**src/rtl/alu_hilo_ctrl_pkg.sv**
```systemverilog
// Shared types for the HI/LO multicycle sequencer: control bundle, ALU function
// codes, FSM state, and class-test macros for multicycle (MC) and HI/LO-hazard (HZ) ops.
package alu_hilo_ctrl_pkg;

  typedef struct packed {
    logic clk;
    logic rst;
  } Util_Control_T;

  typedef enum logic [3:0] {
    ALU_ADD  = 4'd0,
    ALU_SUB  = 4'd1,
    ALU_AND  = 4'd2,
    ALU_OR   = 4'd3,
    ALU_XOR  = 4'd4,
    ALU_SLT  = 4'd5,
    ALU_SLL  = 4'd6,
    ALU_SRL  = 4'd7,
    ALU_MUL  = 4'd8,
    ALU_MULU = 4'd9,
    ALU_DIV  = 4'd10,
    ALU_DIVU = 4'd11,
    ALU_MFHI = 4'd12,
    ALU_MFLO = 4'd13,
    ALU_MTHI = 4'd14,
    ALU_MTLO = 4'd15
  } Alu_Func_T;

  typedef enum logic {
    IDLE = 1'b0,
    RUN  = 1'b1
  } Hilo_State_T;

endpackage

`ifndef ALU_HILO_CLASS_MACROS
`define ALU_HILO_CLASS_MACROS
`define ALU_IS_MC(f) ((f) inside {ALU_MUL, ALU_MULU, ALU_DIV, ALU_DIVU})
`define ALU_IS_HZ(f) (`ALU_IS_MC(f) || ((f) inside {ALU_MFHI, ALU_MFLO, ALU_MTHI, ALU_MTLO}))
`endif

```
**src/rtl/alu_hilo_lat_counter.sv**
```systemverilog
// Loadable latency down-counter with zero flag; clear has priority over load.
module alu_hilo_lat_counter #(
  parameter int CNT_W = 3
) (
  input  logic             clk_i,
  input  logic             clr_i,
  input  logic             load_i,
  input  logic [CNT_W-1:0] load_val_i,
  input  logic             dec_i,
  output logic             zero_o
);

  logic [CNT_W-1:0] cnt_q, cnt_d;

  always_comb begin
    cnt_d = cnt_q;
    if (clr_i) begin
      cnt_d = '0;
    end else if (load_i) begin
      cnt_d = load_val_i;
    end else if (dec_i && (cnt_q != '0)) begin
      cnt_d = cnt_q - 1'b1;
    end
  end

  always_ff @(posedge clk_i) begin
    cnt_q <= cnt_d;
  end

  assign zero_o = (cnt_q == '0);

endmodule

```
**src/rtl/alu_hilo_ctrl.sv**
```systemverilog
// HI/LO multicycle sequencer: launches mul/div, times completion, interlocks HI/LO users.
// Optional stall statistics counter enabled by defining ALU_HILO_CTRL_STATS_EN.
module alu_hilo_ctrl
  import alu_hilo_ctrl_pkg::*;
#(
  parameter int DELAY     = 2,
  parameter int DIV_DELAY = 4,
  parameter int CNT_W     = $clog2(((DELAY > DIV_DELAY) ? DELAY : DIV_DELAY) + 1)
) (
  input  Util_Control_T ctrl,
  input  logic          in_valid,
  input  Alu_Func_T     in_func,
  output logic          in_ready,
  input  logic          flush,
  output logic          op_start,
  output logic          op_div,
  output logic          hilo_we,
  output logic          busy
`ifdef ALU_HILO_CTRL_STATS_EN
  ,
  output logic [31:0]   stall_cnt
`endif
);

  localparam logic [CNT_W-1:0] MUL_LD = CNT_W'(DELAY - 1);
  localparam logic [CNT_W-1:0] DIV_LD = CNT_W'(DIV_DELAY - 1);

  Hilo_State_T state_q, state_d;
  logic        is_mc, is_hz, is_div, cnt_zero;

  assign is_mc  = `ALU_IS_MC(in_func);
  assign is_hz  = `ALU_IS_HZ(in_func);
  assign is_div = (in_func == ALU_DIV) || (in_func == ALU_DIVU);

  always_comb begin
    state_d  = state_q;
    in_ready = 1'b0;
    op_start = 1'b0;
    op_div   = 1'b0;
    hilo_we  = 1'b0;
    busy     = 1'b0;
    case (state_q)
      IDLE: begin
        in_ready = !ctrl.rst && !flush;
        op_start = in_ready && in_valid && is_mc;
        op_div   = op_start && is_div;
        if (op_start) state_d = RUN;
      end
      RUN: begin
        busy     = 1'b1;
        // HZ ops wait until the cycle after completion; pass-through ops flow freely
        in_ready = !ctrl.rst && !flush && !(in_valid && is_hz);
        hilo_we  = cnt_zero && !flush && !ctrl.rst;
        if (flush || cnt_zero) state_d = IDLE;
      end
      default: state_d = IDLE;
    endcase
  end

  always_ff @(posedge ctrl.clk) begin
    if (ctrl.rst) state_q <= IDLE;
    else          state_q <= state_d;
  end

  alu_hilo_lat_counter #(
    .CNT_W(CNT_W)
  ) u_lat_counter (
    .clk_i     (ctrl.clk),
    .clr_i     (ctrl.rst || flush),
    .load_i    (op_start),
    .load_val_i(is_div ? DIV_LD : MUL_LD),
    .dec_i     (busy),
    .zero_o    (cnt_zero)
  );

`ifdef ALU_HILO_CTRL_STATS_EN
  logic [31:0] stall_q, stall_d;

  always_comb begin
    stall_d = stall_q;
    if (in_valid && !in_ready && !flush && (stall_q != 32'hFFFF_FFFF))
      stall_d = stall_q + 32'd1;
  end

  always_ff @(posedge ctrl.clk) begin
    if (ctrl.rst) stall_q <= '0;
    else          stall_q <= stall_d;
  end

  assign stall_cnt = stall_q;
`endif

endmodule

```
**config.mk**
```make
export PLATFORM = sky130hd
export DESIGN_NAME = alu_hilo_ctrl
export DESIGN_NICKNAME = d
export VERILOG_FILES = /design/src/rtl/alu_hilo_ctrl_pkg.sv /design/src/rtl/alu_hilo_lat_counter.sv /design/src/rtl/alu_hilo_ctrl.sv
export SDC_FILE = /design/constraint.sdc
export NUM_CORES = 1
export LEC_CHECK = 0
export ABC_AREA = 1
export BUFFER_PORTS_ARGS = -buffer_cell sky130_fd_sc_hd__clkbuf_2
export CORE_AREA = 8 8 45 47
export DETAILED_ROUTE_END_ITERATION = 12
export DIE_AREA = 0 0 53 55
export GPL_TIMING_DRIVEN = 0
export HOLD_SLACK_MARGIN = 0.03
export SLEW_MARGIN = 30
export SYNTH_ARGS = -nofsm -noshare
export SYNTH_HDL_FRONTEND = slang
export SYNTH_SLANG_ARGS = --single-unit
```
**constraint.sdc**
```tcl
create_clock -name ctrl -period 4.6 [get_ports ctrl]
set_clock_uncertainty 0.2 [all_clocks]
set_input_delay 0.92 -clock ctrl [delete_from_list [all_inputs] [get_ports ctrl]]
set_output_delay 0.92 -clock ctrl [all_outputs]
set_load 0.02 [all_outputs]
```
Yosys cells after proc, flatten, opt, wreduce, memory -nomap -nowiden:

Index checks and enable logic that the tools add are counted.
W data, S select, Z words.

* register bits: 4
* output and inout bits: 5
* logic and storage cells: 44
* bits of input ports: 8

* add/sub/neg operators: 1
* bitwise gates (word level): 1
* multiplexer cells: 11
* equal/unequal tests: 8
* reductions and logical operators: 21

Operator list (count)
* $eq A4 B4 Y1 const B: 8
* $logic_and A1 B1 Y1: 9
* $reduce_bool A4 Y1: 2
* $mux W1: 6
* $mux W3: 2
* $logic_or A1 B1 Y1: 4
* $pmux W1 S2: 2
* $logic_not A1 Y1: 3
* $logic_not A3 Y1: 1
* $reduce_bool A3 Y1: 1
* $sub A3 B1 Y3 const B: 1
* $mux W2: 1
* $reduce_bool A2 Y1: 1
* $not A1 Y1: 1

Depth between registers and ports, before layout:

Gate-level depths: netlist of the first run.

* depth in word-level cells: 7
* depth in mapped cells: 9
* gate-level depth less buffers: 9

By module:

Synthesis of the first run repeated with hierarchy kept, for this count alone.

* cell total of the unflattened synthesis: 56
* area total of the unflattened synthesis: 320.3 sq um

Modules (own cells, without submodules)
* alu_hilo_lat_counter: instances 1, seq. area each 60.1 sq um, cells each 34, area an instance 201.4 sq um
* alu_hilo_ctrl: instances 1, seq. area each 20.0 sq um, cells each 22, area an instance 118.9 sq um

Worst setup path after synthesis of the first run:

Ideal clock, no wire load.

* path kind: input -> output
* start: input port flush
* end: output port hilo_we
* buffers on the path: 0
* data required time: 3.480 ns
* cell stages on the path: 3
* path slack: 1.901 ns
* data arrival time: 1.579 ns
* cells stage by stage: nor2_4 -> inv_2 -> nor3_1

* word-level cells in the longest chain between the ends: 4

Ends and longest elaborated chain
* start: declaration: line alu_hilo_ctrl.sv:14 `input logic flush,`
* $logic_not A1 Y1: line alu_hilo_ctrl.sv:53 `hilo_we = cnt_zero && !flush && !ctrl.rst;`
* $logic_and A1 B1 Y1 (2 in a row): line alu_hilo_ctrl.sv:53
* $mux W1: line alu_hilo_ctrl.sv:42 `case (state_q)`
* end: declaration: line alu_hilo_ctrl.sv:17 `output logic hilo_we,`

No other way between the ends.

==> flow_metrics.env, run 1 <==
export IMPL_slew_headroom=0.845
export IMPL_drive_gt1_frac=0.581
export IMPL_violations="negative hold slack"
export IMPL_numClockSinks=4
export IMPL_crit_family="buffers and inverters"
export IMPL_routedWlPerCell_um=12.4
export IMPL_path_max_fanout=3
export IMPL_ys_types=18
export IMPL_status="complete, but fails checks"
export IMPL_ys_ff_latch=4
export IMPL_setup_tns_ns=0
export IMPL_dp_hpwl_um=478
export IMPL_power_density_nw_per_um2=410
export IMPL_max_cap_violations=0
export IMPL_layout_nets=84
export IMPL_die_w_um=53
export IMPL_min_path_type="clk -> reg"
export IMPL_yosys_top_cells_area="dfxtp_1, inv_1, ha_1, nand3_2, nand2_1"
export IMPL_antenna_left=0
export IMPL_gp_congestion=0.738
export IMPL_grt_pass1_wl_um=1780
export IMPL_cp_end_kind="output port"
export IMPL_die_height_um=55
export IMPL_cts_tree="built"
export IMPL_clk_pin_slew_ns=0.04
export IMPL_grt_max_degree=6
export IMPL_design_area_um2=536
export IMPL_syn_num_nets=47
export IMPL_ios=13
export IMPL_drt_initial_drc_count=29
export IMPL_row_count=14
export IMPL_total_power_mw=0.220
export IMPL_syn_to_final_growth_pct=101
export IMPL_synth_top_area_frac=0.300
export IMPL_regArea_um2=80.1
export IMPL_cp_start_kind="clock port"
export IMPL_required_ns=3.48
export IMPL_ys_warnings_count=0
export IMPL_die_area_um2=2920
export IMPL_num_vias=398
export IMPL_p_leak_nw=0.302
export IMPL_crit_slowest_cell="clkbuf_4"
export IMPL_crit_type="clk -> out"
export IMPL_antenna_found_initial=0
export IMPL_drv_slew=0
export IMPL_grt_pass1_vias=581
export IMPL_final_cell_mix="clkbuf_4, inv_1, clkbuf_2"
export IMPL_place_area_um2=337
export IMPL_design_core_area_um2=1380
export IMPL_cp_num_buf_inv=7
export IMPL_drc_errors=0
export IMPL_setup_violations=0
export IMPL_tightestPinTransition_ns=0.231
export IMPL_ir_worst_vdd_v=0.000153
export IMPL_yosysTopAreaCell="dfxtp_1"
export IMPL_cp_arrival_ns=3.43
export IMPL_critPathMostFrequentCell="clkbuf_4"
export IMPL_avgSynthCellArea_um2=7.20
export IMPL_worstPathCellList="nor2_4 -> clkbuf_4 -> clkbuf_4 -> nand4_1 -> clkbuf_4 -> clkbuf_4 -> clkbuf_4 -> inv_1 -> buf_2"
export IMPL_start_util=0.193
export IMPL_n_fill_cell=162
export IMPL_ys_seq_area_frac=0.300
export IMPL_final_util=0.387
export IMPL_syn_inst=37
export IMPL_insertion_delay_ns=0.23
export IMPL_critical_path_max_stage_delay_ns=0.17
export IMPL_multi_input_area_um2=145
export IMPL_drtPass1Iterations=4
export IMPL_final_common_cell="clkbuf_4"
export IMPL_grt_overflow=0
export IMPL_syn_area_um2=267
export IMPL_antennaDiodeCount=0
export IMPL_viasPerCell=4.42
export IMPL_port_buffers=10
export IMPL_drt_total_wl_um=1120
export IMPL_hold_viol=1
export IMPL_track_usage=0.115
export IMPL_whs_ns=-0.00353
[cell usage after synthesis, drive strengths merged]
cell    instances
nor3            1
o21ai           2
nor2            3
xor2            1
ha              2
nand2           5
or2             1
nand4           1
a21oi           2
clkinv          1
dfxtp           4
nand3           4
inv            10
[cell type report]
cell class | instances | share of cell area
clock buffers | 26 | 0.346
multi-input cells | 22 | 0.271
flip-flops and latches | 4 | 0.150
clock inverters | 10 | 0.0981
repair buffers | 6 | 0.0561
inverters | 6 | 0.0421
well taps | 16 | 0.0374
[worst reg2reg max path: stages, from the launching register on]
cell	delay, ns
dfxtp_1	0.34
nor2_1	0.21
nand4_1	0.19
buf_4	0.18
clkbuf_4	0.12
clkbuf_4	0.12
nand2_1	0.05
clkinv_1	0.06
nor2_1	0.08
[worst paths after layout]
path / cells past startpoint / start / slack, ns / endpoint
setup / recovery: 9 / ctrl[0] / 0.05 / op_div
hold / removal: 5 / ctrl[0] / -0.004 / u_lat_counter.cnt_q[1]
setup reg to reg: 8 / state_q / 2.98 / u_lat_counter.cnt_q[1]
hold reg to reg: 2 / u_lat_counter.cnt_q[2] / 0.30 / u_lat_counter.cnt_q[2]
[what timing repair did]
item                                    4_1_cts  5_1_grt
gates resized for setup                       0        1
endpoints found under the setup margin        0        1
hold buffers                                  0        0
setup buffers                                 0        1
[per-layer routing]
layer  vias to the layer above  track usage  wire length [um]
li1                        186            -                 -
met1                       166       0.0287               323
met2                        34       0.0957               499
met3                        12        0.187               234
met4                         0        0.284                59
met5                         -        0.111                 0
[per-stage QoR]
| stage | setup slack, ns | hold WS (ns) | instances |
|---|---|---|---|
| 2_1_floorplan | 0.538 | -0.0433 | 37 |
| 3_3_place_gp | 0.703 | -0.0432 | 63 |
| 3_5_place_dp | 0.703 | -0.0432 | 63 |
| 4_1_cts | 0.0542 | -0.00652 | 89 |
| 5_1_grt | -0.0278 | 0.000457 | 90 |
| 6_report | 0.0467 | -0.00353 | 90 |
[state kept, by name (all words and copies together) (netlist names)]
register / flops
u_lat_counter.cnt_q: 3
state_q: 1
[logic make-up (layout without fill, tap and decap cells)]
kind of cell | count (synthesis) | in the layout | synth area share
and+or+nand+nor | 15 | 15 | 0.329
adders and majority gates | 2 | 2 | 0.0939
buffers and inverters | 11 | 48 | 0.155
DFF | 4 | 4 | 0.300
AOI/OAI and AO/OA | 4 | 4 | 0.0892
xor gates and xnor gates | 1 | 1 | 0.0329
[where the power goes]
part	leakage [nW]	switching, mW	internal (mW)
sequential	0.0323	0.00130	0.0370
clock	0.202	0.0668	0.103
combinational	0.0671	0.00700	0.00478
(Power assumes the default switching activity.)
==> run 2: changes to the inputs <==
Settings changed: CELL_PAD_IN_SITES_DETAIL_PLACEMENT from default to 0, CELL_PAD_IN_SITES_GLOBAL_PLACEMENT from default to 1, CORE_AREA 8 8 45 47 to 2 2 39 41, DIE_AREA 0 0 53 55 to 0 0 41 43, PLACE_DENSITY_LB_ADDON from default to 0.1.
==> flow_metrics.env, run 2 (same netlist as run 1, synthesis figures left out) <==
export IMPL_clk_pin_slew_ns=0.04
export IMPL_startpoint="ctrl[0]"
export IMPL_critical_path_max_stage_delay_ns=0.15
export IMPL_max_cap_violations=0
export IMPL_die_area_um2=1760
export IMPL_routedWlPerCell_um=10.5
export IMPL_n_fill_cell=159
export IMPL_crit_slowest_cell="clkbuf_4"
export IMPL_seqPwrFrac=0.190
export IMPL_largest_reg_flops=3
export IMPL_gp_congestion=0.646
export IMPL_numClockSinks=4
export IMPL_viasPerCell=4.31
export IMPL_row_count=14
export IMPL_whs_ns=-0.000943
export IMPL_cts_resized=0
export IMPL_drive_gt1_frac=0.548
export IMPL_cp_start_kind="clock port"
export IMPL_ir_worst_vdd_v=0.000159
export IMPL_cp_end_kind="output port"
export IMPL_r2r_start="u_lat_counter.cnt_q[0]"
export IMPL_syn_to_final_growth_pct=92.5
export IMPL_critPathMostFrequentCell="clkbuf_4"
export IMPL_design_core_area_um2=1380
export IMPL_path_max_fanout=3
export IMPL_drtPass1Iterations=2
export IMPL_track_usage=0.173
export IMPL_rsz0062_at_grt="false"
export IMPL_required_ns=3.48
export IMPL_setup_violations=0
export IMPL_reg_top3="u_lat_counter.cnt_q: 3 flops, state_q: 1 flops"
export IMPL_worstPathCellList="nor2_4 -> clkbuf_4 -> clkbuf_4 -> nand4_1 -> clkbuf_4 -> clkbuf_4 -> clkbuf_4 -> inv_1 -> clkbuf_2"
export IMPL_antenna_left=0
export IMPL_hp_start="ctrl[0]"
export IMPL_cp_arrival_ns=3.37
export IMPL_violations="negative hold slack"
export IMPL_comb_power_share=0.059
export IMPL_insertion_delay_ns=0.23
export IMPL_crit_type="clk -> out"
export IMPL_num_vias=384
export IMPL_grt_pass1_wl_um=1490
export IMPL_setup_tns_ns=0
export IMPL_worst_slack_ns=0.115
export IMPL_antennaDiodeCount=0
export IMPL_grt_pass1_vias=566
export IMPL_port_buffers=10
export IMPL_p_leak_nw=0.289
export IMPL_drv_slew=0
export IMPL_p_int_mw=0.130
export IMPL_tightestPinTransition_ns=0.196
export IMPL_start_util=0.193
export IMPL_layout_nets=83
export IMPL_die_w_um=41
export IMPL_pwr_share_clk=0.751
export IMPL_antenna_found_initial=0
export IMPL_drc_errors=0
export IMPL_ios=13
export IMPL_cts_tree="built"
export IMPL_power_density_nw_per_um2=392
export IMPL_power_switching_mw=0.0707
export IMPL_drt_initial_drc_count=2
export IMPL_slew_headroom=0.869
export IMPL_post_cts_buffers=0
export IMPL_min_path_type="clk -> reg"
export IMPL_netSwitchingFraction=0.351
export IMPL_hold_viol=1
export IMPL_ctsHoldBuffers=0
export IMPL_dp_hpwl_um=458
export IMPL_die_height_um=43
export IMPL_drt_total_wl_um=933
export IMPL_grt_overflow=0
export IMPL_final_common_cell="clkbuf_4"
export IMPL_place_ws_ns=0.703
export IMPL_registers_top_by_ff_count="u_lat_counter.cnt_q"
export IMPL_status="complete, but fails checks"
export IMPL_final_cell_mix="clkbuf_4, clkbuf_2, inv_1"
export IMPL_grt_max_degree=6
run 2: changes by cell type in the layout (fill, tap and decap cells not counted):
cell and delta:
clkbuf_2 +1, clkbuf_1 +2, buf_2 -1, clkinvlp_2 -1, buf_4 -1, bufinv_8 -1
run 2: final cells by class:
| cell class | instances | area (um2) | area share |
|---|---|---|---|
| clock buffers | 27 | 185 | 0.361 |
| clock inverters | 8 | 30.0 | 0.0585 |
| inverters | 6 | 22.5 | 0.0439 |
| multi-input cells | 22 | 145 | 0.283 |
| flip-flops and latches | 4 | 80.1 | 0.156 |
| well taps | 16 | 20.0 | 0.0390 |
| repair buffers | 6 | 30.0 | 0.0585 |
run 2: power groups by stage:
stage          registers (mW)  clock network [mW]  logic (mW)
2_1_floorplan          0.0391              0.0321     0.00691
3_3_place_gp           0.0388              0.0371      0.0117
3_5_place_dp           0.0388              0.0371      0.0114
4_1_cts                0.0383               0.159      0.0123
5_1_grt                0.0385               0.170      0.0147
6_report               0.0383               0.151      0.0118
run 2: critical path, delay by kind of cell:
family	cells	cell delay [ns]
buffers and inverters	7	0.86
AND/OR/NAND/NOR	2	0.19
run 2: final timing paths:
kind | endpoint | slack (ns) | depth (start not counted)
setup / recovery | op_div | 0.11 | 9
setup reg to reg | u_lat_counter.cnt_q[2] | 3.02 | 7
hold reg to reg | u_lat_counter.cnt_q[2] | 0.29 | 2
hold / removal | u_lat_counter.cnt_q[1] | -0.0009 | 5
run 2: routing by layer:
metal | vias up | track usage | share of wire | routed length [um]
li1 | 187 | - | - | -
met1 | 170 | 0.0514 | 0.36 | 339
met2 | 22 | 0.119 | 0.48 | 445
met3 | 5 | 0.267 | 0.13 | 122
met4 | 0 | 0.447 | 0.028 | 26
met5 | - | 0 | 0 | 0
run 2: through the flow:
step / hold slack [ns] / total power, mW / cell area, um2 / util / std cells
floorplan: -0.0433 / 0.0781 / 267 / - / 37
global placement: -0.0432 / 0.0876 / 337 / 0.243 / 63
detailed placement: -0.0433 / 0.0874 / 337 / 0.243 / 63
CTS: -0.000334 / 0.210 / 513 / 0.371 / 89
global route: 0.0269 / 0.223 / 513 / 0.371 / 89
finish: -0.000943 / 0.201 / 513 / 0.371 / 89
==> run 3: changes to the inputs <==
Settings changed: BUFFER_PORTS_ARGS -buffer_cell sky130_fd_sc_hd__clkbuf_2 to -buffer_cell sky130_fd_sc_hd__buf_2, CORE_AREA 2 2 39 41 to 3 3 40 42, DIE_AREA 0 0 41 43 to 0 0 43 45.
==> flow_metrics.env, run 3 (same netlist as run 1, synthesis figures left out) <==
export IMPL_status="complete, but fails checks"
export IMPL_violations="negative hold slack"
export IMPL_power_density_nw_per_um2=418
export IMPL_drt_total_wl_um=977
export IMPL_final_common_cell="clkbuf_4"
export IMPL_die_w_um=43
export IMPL_p_leak_nw=0.301
export IMPL_hp_start="ctrl[0]"
export IMPL_max_cap_violations=0
export IMPL_layout_nets=83
export IMPL_drt_initial_drc_count=6
export IMPL_port_buffers=10
export IMPL_cts_resized=0
export IMPL_grt_pass1_vias=588
export IMPL_routedWlPerCell_um=11.1
export IMPL_setup_tns_ns=0
export IMPL_slew_headroom=0.862
export IMPL_rsz0062_at_grt="false"
export IMPL_hold_end="u_lat_counter.cnt_q[1]"
export IMPL_crit_type="clk -> out"
export IMPL_cts_tree="built"
export IMPL_cp_start_kind="clock port"
export IMPL_setup_violations=0
export IMPL_final_cell_mix="clkbuf_4, buf_2, inv_1"
export IMPL_ios=13
export IMPL_viasPerCell=4.36
export IMPL_hold_viol=1
export IMPL_path_max_fanout=3
export IMPL_place_area_um2=335
export IMPL_ctsHoldBuffers=0
export IMPL_tightestPinTransition_ns=0.206
export IMPL_grt_max_degree=6
export IMPL_track_usage=0.161
export IMPL_drive_gt1_frac=0.562
export IMPL_grt_pass1_wl_um=1680
export IMPL_reg2reg_depth=7
export IMPL_antenna_found_initial=0
export IMPL_die_area_um2=1940
export IMPL_row_count=13
export IMPL_ir_worst_vdd_v=0.000166
export IMPL_drv_slew=0
export IMPL_insertion_delay_ns=0.24
export IMPL_clk_pin_slew_ns=0.04
export IMPL_drc_errors=0
export IMPL_numClockSinks=4
export IMPL_gp_congestion=0.697
export IMPL_whs_ns=-0.0231
export IMPL_num_vias=384
export IMPL_die_height_um=45
export IMPL_r2r_start="u_lat_counter.cnt_q[0]"
export IMPL_cp_end_kind="output port"
export IMPL_drtPass1Iterations=4
export IMPL_antennaDiodeCount=0
export IMPL_min_path_type="clk -> reg"
export IMPL_required_ns=3.48
export IMPL_reg2reg_to="u_lat_counter.cnt_q[2]"
export IMPL_grt_overflow=0
export IMPL_holdPathStages=5
export IMPL_registers_top_by_ff_count="u_lat_counter.cnt_q"
export IMPL_largest_reg_flops=3
export IMPL_reg_top3="u_lat_counter.cnt_q: 3 flops, state_q: 1 flops"
export IMPL_dp_hpwl_um=456
export IMPL_design_area_um2=526
export IMPL_post_cts_buffers=0
export IMPL_design_core_area_um2=1280
export IMPL_r2r_slack_ns=3.02
export IMPL_cp_arrival_ns=3.31
export IMPL_antenna_left=0
export IMPL_syn_to_final_growth_pct=97.2
export IMPL_start_util=0.207
[run 3: where the power goes]
| part | leakage, nW | switching, mW | internal [mW] |
|---|---|---|---|
| sequential | 0.0323 | 0.00129 | 0.0370 |
| clock | 0.202 | 0.0668 | 0.103 |
| combinational | 0.0669 | 0.00708 | 0.00486 |
[run 3: metal layers]
layer  global-route usage  routed length (um)  vias up
met5                    0                   0        -
met4                0.410                  58        0
met3                0.279                 133        8
met2                0.105                 469       24
met1               0.0482                 316      169
li1                     -                   -      183
[run 3: how the worst max path moves through the flow]
stage | start | end
5_1_grt | ctrl[0] | op_div
6_report | ctrl[0] | op_div
4_1_cts | ctrl[0] | op_div
3_5_place_dp | ctrl[0] | op_start
3_3_place_gp | ctrl[0] | op_start
2_1_floorplan | ctrl[0] | hilo_we
[run 3: per-stage QoR]
| stage | worst slack, ns | total power, mW | hold slack (ns) | util | std cells |
|---|---|---|---|---|---|
| after global routing | 0.0966 | 0.241 | -0.0197 | 0.409 | 88 |
| after detailed placement | 0.718 | 0.0870 | -0.0432 | 0.261 | 62 |
| after global placement | 0.718 | 0.0873 | -0.0432 | 0.261 | 62 |
| final | 0.166 | 0.220 | -0.0231 | 0.409 | 88 |
| after floorplan | 0.538 | 0.0781 | -0.0433 | - | 37 |
| after CTS | 0.131 | 0.230 | -0.0144 | 0.409 | 88 |
[run 3: area by class of cell]
cell class | count | area [um2]
fillers | 150 | 759
inverters | 6 | 22.5
clock buffers | 26 | 181
well taps | 15 | 18.8
clock inverters | 9 | 47.5
multi-input cells | 22 | 145
repair buffers | 6 | 30.0
flip-flops and latches | 4 | 80.1
[run 3: worst max-delay path, stage by stage]
cell      delay [ns]
nor2_4          0.07
clkbuf_4        0.14
clkbuf_4        0.13
nand4_1         0.10
clkbuf_4        0.15
clkbuf_4        0.12
clkbuf_4        0.12
inv_1           0.04
buf_2           0.15
